--- src/rtl/snake_pkg.sv ---
// Shared types for the snake game: directions, grid coordinates and
// default grid dimensions used by snake_body and snake_pos_ring.
package snake_pkg;

    localparam int DEF_GRID_W = 16;
    localparam int DEF_GRID_H = 16;
    // Coordinate fields are wide enough for grids up to 256x256.
    localparam int COORD_W    = 8;

    typedef enum logic [2:0] {
        DIR_NONE,
        DIR_LEFT,
        DIR_RIGHT,
        DIR_UP,
        DIR_DOWN
    } dir_t;

    typedef struct packed {
        logic [COORD_W-1:0] x;
        logic [COORD_W-1:0] y;
    } coord_t;

    function automatic dir_t opposite(input dir_t d);
        dir_t o;
        case (d)
            DIR_LEFT:  o = DIR_RIGHT;
            DIR_RIGHT: o = DIR_LEFT;
            DIR_UP:    o = DIR_DOWN;
            DIR_DOWN:  o = DIR_UP;
            default:   o = DIR_NONE;
        endcase
        return o;
    endfunction

endpackage

--- src/rtl/snake_pos_ring.sv ---
// Circular buffer of body coordinates, head at head_ptr, tail at tail_ptr.
// Ports: clk, reset (sync, loads preload/pointers), push + push_data
// (new head), pop (drop tail), head/tail combinational read ports.
module snake_pos_ring
    import snake_pkg::*;
#(
    parameter  int MAX_LEN = 32,
    localparam int PW      = (MAX_LEN > 1) ? $clog2(MAX_LEN) : 1
) (
    input  logic          clk,
    input  logic          reset,
    input  coord_t        preload [MAX_LEN],
    input  logic [PW-1:0] preload_head,
    input  logic [PW-1:0] preload_tail,
    input  logic          push,
    input  coord_t        push_data,
    input  logic          pop,
    output coord_t        head,
    output coord_t        tail
);

    localparam logic [PW-1:0] PTR_LAST = PW'(MAX_LEN - 1);
    localparam logic [PW-1:0] PTR_ONE  = PW'(1);

    coord_t        mem_q [MAX_LEN];
    coord_t        mem_d [MAX_LEN];
    logic [PW-1:0] hp_q, hp_d;
    logic [PW-1:0] tp_q, tp_d;

    function automatic logic [PW-1:0] ptr_inc(input logic [PW-1:0] p);
        return (p == PTR_LAST) ? '0 : p + PTR_ONE;
    endfunction

    always_comb begin
        mem_d = mem_q;
        hp_d  = hp_q;
        tp_d  = tp_q;
        if (push) begin
            hp_d        = ptr_inc(hp_q);
            mem_d[hp_d] = push_data;
        end
        if (pop) begin
            tp_d = ptr_inc(tp_q);
        end
    end

    always_ff @(posedge clk) begin
        if (reset) begin
            mem_q <= preload;
            hp_q  <= preload_head;
            tp_q  <= preload_tail;
        end else begin
            mem_q <= mem_d;
            hp_q  <= hp_d;
            tp_q  <= tp_d;
        end
    end

    assign head = mem_q[hp_q];
    assign tail = mem_q[tp_q];

endmodule

--- src/rtl/snake_body.sv ---
// Snake position tracker: FSM, next-head arithmetic, wall/self collision,
// growth and the occupancy bitmap read row by row by the display.
// Ports: clk, reset, left/right/up/down levels, step tick, food_x/food_y,
// row_sel -> row_bits, head_x/head_y, length, ate pulse, game_over level.
module snake_body
    import snake_pkg::*;
#(
    parameter  int GRID_W    = DEF_GRID_W,
    parameter  int GRID_H    = DEF_GRID_H,
    parameter  int MAX_LEN   = 32,
    parameter  int START_LEN = 3,
    localparam int XW        = $clog2(GRID_W),
    localparam int YW        = $clog2(GRID_H),
    localparam int LW        = $clog2(MAX_LEN + 1),
    localparam int PW        = (MAX_LEN > 1) ? $clog2(MAX_LEN) : 1
) (
    input  logic              clk,
    input  logic              reset,
    input  logic              left,
    input  logic              right,
    input  logic              up,
    input  logic              down,
    input  logic              step,
    input  logic [XW-1:0]     food_x,
    input  logic [YW-1:0]     food_y,
    input  logic [YW-1:0]     row_sel,
    output logic [GRID_W-1:0] row_bits,
    output logic [XW-1:0]     head_x,
    output logic [YW-1:0]     head_y,
    output logic [LW-1:0]     length,
    output logic              ate,
    output logic              game_over
);

    typedef enum logic [1:0] {
        ST_START,
        ST_RUN,
        ST_DEAD
    } state_t;

    localparam logic [COORD_W-1:0] C_ONE  = COORD_W'(1);
    localparam logic [COORD_W-1:0] X_LAST = COORD_W'(GRID_W - 1);
    localparam logic [COORD_W-1:0] Y_LAST = COORD_W'(GRID_H - 1);
    localparam logic [LW-1:0]      L_ONE  = LW'(1);
    localparam logic [LW-1:0]      L_MAX  = LW'(MAX_LEN);

    state_t                         state_q, state_d;
    dir_t                           last_dir_q, last_dir_d;
    logic [LW-1:0]                  len_q, len_d;
    logic                           ate_q, ate_d;
    logic [GRID_H-1:0][GRID_W-1:0]  bmp_q, bmp_d;
    logic [GRID_H-1:0][GRID_W-1:0]  bmp_init;

    coord_t preload [MAX_LEN];
    coord_t head_c;
    coord_t tail_c;
    coord_t nh;
    dir_t   req;
    dir_t   mv_dir;
    logic   wall;
    logic   grow;
    logic   self_hit;
    logic   do_move;
    logic   push;
    logic   pop;

    // Starting body: row GRID_H/2, tail at column 1, head at START_LEN.
    always_comb begin
        for (int i = 0; i < MAX_LEN; i++) begin
            if (i < START_LEN) begin
                preload[i].x = COORD_W'(i + 1);
                preload[i].y = COORD_W'(GRID_H / 2);
            end else begin
                preload[i] = '0;
            end
        end
        bmp_init = '0;
        for (int i = 1; i <= START_LEN; i++) begin
            bmp_init[GRID_H/2][i] = 1'b1;
        end
    end

    snake_pos_ring #(
        .MAX_LEN (MAX_LEN)
    ) u_ring (
        .clk          (clk),
        .reset        (reset),
        .preload      (preload),
        .preload_head (PW'(START_LEN - 1)),
        .preload_tail ('0),
        .push         (push),
        .push_data    (nh),
        .pop          (pop),
        .head         (head_c),
        .tail         (tail_c)
    );

    always_comb begin
        req = DIR_NONE;
        if (left) begin
            req = DIR_LEFT;
        end else if (right) begin
            req = DIR_RIGHT;
        end else if (up) begin
            req = DIR_UP;
        end else if (down) begin
            req = DIR_DOWN;
        end

        mv_dir = (req == DIR_NONE) ? last_dir_q : req;
        // A snake cannot reverse into its own neck.
        if (mv_dir == opposite(last_dir_q)) begin
            mv_dir = last_dir_q;
        end

        nh   = head_c;
        wall = 1'b0;
        case (mv_dir)
            DIR_LEFT: begin
                wall = (head_c.x == '0);
                nh.x = head_c.x - C_ONE;
            end
            DIR_RIGHT: begin
                wall = (head_c.x == X_LAST);
                nh.x = head_c.x + C_ONE;
            end
            DIR_UP: begin
                wall = (head_c.y == '0);
                nh.y = head_c.y - C_ONE;
            end
            DIR_DOWN: begin
                wall = (head_c.y == Y_LAST);
                nh.y = head_c.y + C_ONE;
            end
            default: ;
        endcase

        grow = (nh.x == COORD_W'(food_x)) && (nh.y == COORD_W'(food_y));

        // Moving onto the tail is safe only when the tail leaves this step.
        self_hit = !wall
                && bmp_q[nh.y[YW-1:0]][nh.x[XW-1:0]]
                && !((nh == tail_c) && !grow);

        do_move = step
               && ((state_q == ST_RUN)
                || ((state_q == ST_START) && (req != DIR_NONE)));

        state_d    = state_q;
        last_dir_d = last_dir_q;
        len_d      = len_q;
        ate_d      = 1'b0;
        bmp_d      = bmp_q;
        push       = 1'b0;
        pop        = 1'b0;

        if (do_move) begin
            last_dir_d = mv_dir;
            if (wall || self_hit) begin
                state_d = ST_DEAD;
            end else begin
                state_d = ST_RUN;
                push    = 1'b1;
                ate_d   = grow;
                if (grow && (len_q < L_MAX)) begin
                    len_d = len_q + L_ONE;
                end else begin
                    pop = 1'b1;
                    bmp_d[tail_c.y[YW-1:0]][tail_c.x[XW-1:0]] = 1'b0;
                end
                // Head set after tail clear so it wins on a shared cell.
                bmp_d[nh.y[YW-1:0]][nh.x[XW-1:0]] = 1'b1;
            end
        end
    end

    always_ff @(posedge clk) begin
        if (reset) begin
            state_q    <= ST_START;
            last_dir_q <= DIR_RIGHT;
            len_q      <= LW'(START_LEN);
            ate_q      <= 1'b0;
            bmp_q      <= bmp_init;
        end else begin
            state_q    <= state_d;
            last_dir_q <= last_dir_d;
            len_q      <= len_d;
            ate_q      <= ate_d;
            bmp_q      <= bmp_d;
        end
    end

    assign row_bits  = bmp_q[row_sel];
    assign head_x    = head_c.x[XW-1:0];
    assign head_y    = head_c.y[YW-1:0];
    assign length    = len_q;
    assign ate       = ate_q;
    assign game_over = (state_q == ST_DEAD);

endmodule

--- config.mk ---
export PLATFORM = sky130hd
export DESIGN_NAME = snake_body
export DESIGN_NICKNAME = d
export VERILOG_FILES = /design/src/rtl/snake_pkg.sv /design/src/rtl/snake_pos_ring.sv /design/src/rtl/snake_body.sv
export SDC_FILE = /design/constraint.sdc
export NUM_CORES = 2
export LEC_CHECK = 0
export CAP_MARGIN = 20
export CORE_MARGIN = 10
export CORE_UTILIZATION = 35
export DETAILED_ROUTE_END_ITERATION = 8
export PLACE_DENSITY_LB_ADDON = 0.1
export SYNTH_ARGS = -nofsm -noshare
export SYNTH_HDL_FRONTEND = slang
export SYNTH_SLANG_ARGS = --single-unit
--- constraint.sdc ---
create_clock -name clk -period 5.74 [get_ports clk]
set_clock_uncertainty 0.05 [all_clocks]
set_input_delay 0.574 -clock clk [delete_from_list [all_inputs] [get_ports clk]]
set_output_delay 0.574 -clock clk [all_outputs]
set_load 0.02 [all_outputs]
==> results.json <==
{
  "status": "complete, but fails checks",
  "violations": "negative setup slack",
  "cp-start-kind": "register",
  "final_net_count": 4682,
  "antenna_found_initial": 2,
  "die_area_um2": 141500,
  "powerDensity_nw_per_um2": 578.8,
  "slew_viol_final": 0,
  "seq_area_um2": 15840,
  "worstMarginPinSlew_ps": 1454,
  "die_w_um": 376.2,
  "ant_nets": 0,
  "synth_commonest_cells": "dfxtp_1, nand2_1, mux2i_1",
  "ys_seq_area_share_pct": 35.61,
  "fin_tns_setup_ps": -2442,
  "hold_depth": 2,
  "route.detailed.drc": 0,
  "hold_violations": 0,
  "synthTopCellsByArea": "dfxtp_1, mux4_2, mux2i_1",
  "timing.final.crit_share_pct": 101.5,
  "insertion_delay_ps": 740,
  "final.min_clock_period_ps": 5824,
  "grt_usage_pct": 24.28,
  "grt_max_degree": 194,
  "drtIter0Drc": 4224,
  "crit_fanout": 6,
  "ios": 51,
  "rsz0062_at_grt": "true",
  "avgRoutedWirePerCell_um": 29.96,
  "ys.flop_type": "dfxtp_1",
  "fmax_ghz": 0.1717,
  "layout_setup_ws_ps": -83.59,
  "synth_top_cell_area_share_pct": 35.61,
  "cp-end-kind": "register",
  "setup_violations": 76,
  "rows": 130,
  "synth_warnings": 0,
  "gp_congestion": 0.8746,
  "vias_per_cell": 6.112,
  "routed_wl_mm": 191.1,
  "critical_path_arrival_ps": 6370,
  "port_buffers": 50,
  "drive_gt1_share_pct": 30.58,
  "p_leak_uw": 0.02391,
  "critical_path_required_ps": 6290,
  "syn_nets": 4347,
  "synth_top_cell_by_area": "dfxtp_1",
  "reg2reg_depth": 27,
  "async_flop_share_pct": 0,
  "syn-cell-area_um2": 44410,
  "grt_pass1_wl_mm": 260.0,
  "cts_tree": "built",
  "vias": 38990,
  "die_h_um": 376.2,
  "cts_buffers": 95,
  "cts_max_level": 3,
  "clockBufferDepth": 3,
  "pre_cts_ws_ps": -455.2,
  "area_growth_syn_to_layout_pct": 29.90,
  "clock-sinks": 790,
  "first_pass_iters": 5,
  "clk_pin_slew_ps": 60,
  "hp-class": "reg -> reg",
  "syn_avg_cell_area_um2": 10.29,
  "multi_input_area_um2": 28330,
  "post-dp-hpwl_mm": 118.7,
  "nFillCells": 11760,
  "grt_pass1_vias": 36500,
  "ys_types": 95,
  "synth_edf_count": 0,
  "overflow": 0,
  "syn_inst": 4317,
  "initial_core_util_pct": 35.28,
  "crit_type": "reg -> reg",
  "cts_root_buf": "clkbuf_16",
  "core_um2": 125900,
  "synth-seq-cells": 790,
  "ir_drop_mv": 0.7738,
  "n_antenna_cell": 0,
  "relSlewSlack_pct": 2.725,
  "yosys.cell_count.top_type": "dfxtp_1",
  "max-cap-violations": 0
}
==> sequential cells by signal (all words and copies together), names as in the netlist <==
signal and cells:
state_q 2, u_ring.hp_q 5, ate 1, u_ring.tp_q 5, u_ring.mem_q 512, bmp_q 256
length 6, last_dir_q 3
==> per-layer routing <==
| metal | share of wire, % | global-route usage (%) |
|---|---|---|
| met1 | 45 | 35.65 |
| met2 | 43 | 36.31 |
| met3 | 7.7 | 3.674 |
| met4 | 3.7 | 7.492 |
| met5 | 0.014 | 0 |
==> metrics by stage <==
stage,cells,hold slack [ps],total power [µW],utilization (%),area [µm²]
after global routing,6379,440.4,33970,45.82,57690
after floorplan,4317,393.4,13430,-,44460
final,6379,420.4,33390,45.82,57690
after CTS,6268,422.9,26960,42.93,54040
after global placement,6060,402.8,20050,39.78,50080
after detailed placement,6061,412.0,19990,39.79,50090
==> cells in the final DEF, fill, tap and decap left out, types with 46 or more instances in the layout <==
cell type,netlist,final
a21oi_1,167,149
a22oi_1,56,51
a31oi_1,61,60
buf_12,0,137
buf_4,51,350
buf_6,15,47
clkbuf_16,0,146
clkdlybuf4s50_1,0,46
dfxtp_1,790,782
mux2i_1,721,709
mux4_2,352,352
nand2_1,747,742
nand3_1,53,46
nor2_1,142,136
o2bb2ai_1,148,83
o2bb2ai_2,0,60
o32a_1,48,48
==> cell families after synthesis <==
group / after synthesis / synth area share, %
flip-flops: 790 / 35.61
buffers and inverters: 461 / 4.764
multiplexers: 1085 / 34.41
AO/OA/AOI/OAI: 726 / 11.90
AND/OR/NAND/NOR: 1202 / 12.14
XOR/XNOR: 42 / 0.8452
adder cells (fa/ha/maj): 11 / 0.3268
==> layout make-up <==
class,count,share of cell area [%]
flip-flops and latches,790,27.46
inverters,44,0.3166
multi-input cells,3068,49.11
well taps,1650,3.579
repair buffers,653,13.88
clock buffers,144,4.999
clock inverters,30,0.6506
==> where the power goes <==
part           internal [µW]  switching, µW  total [µW]
combinational           9030          12000       21000
clock                   3740           2640        6380
sequential              5730            289        6020
total                  18500          14900       33400
==> final timing paths <==
kind	start	end	slack, ps
hold reg to reg	u_ring.mem_q[408]	u_ring.mem_q[408]	420
setup reg to reg	u_ring.hp_q[1]	bmp_q[6]	-80
hold / removal	u_ring.mem_q[408]	u_ring.mem_q[408]	420
setup / recovery	u_ring.hp_q[1]	bmp_q[6]	-80
==> worst max-delay path, stage by stage, from the launching register on <==
cell       delay [ps]
dfxtp_4           370
buf_12            150
buf_12            140
buf_12            140
mux2i_1           110
a22oi_1           200
a21oi_2           110
or4_4             670
clkinv_4          100
xnor2_2           120
ha_4              230
and2_4            140
a21oi_4           160
buf_12            160
buf_12            120
mux4_2            340
mux2_4            300
o22ai_2           160
o22ai_2           120
a311o_1           360
a2bb2oi_4         200
buf_6             150
a211oi_4          290
buf_12            190
buf_12            140
clkbuf_16         150
a21oi_1            70
o2bb2ai_1         180
==> timing repair <==
action                                  CTS  global route
gates cloned                              3            62
gates resized for setup                  65           398
pin swaps                                17           109
hold buffers                              0             0
hold endpoints to repair                  0             0
endpoints found under the setup margin  785           784
setup buffers                            32            55
Note: power is estimated with default switching activity, not from simulation.
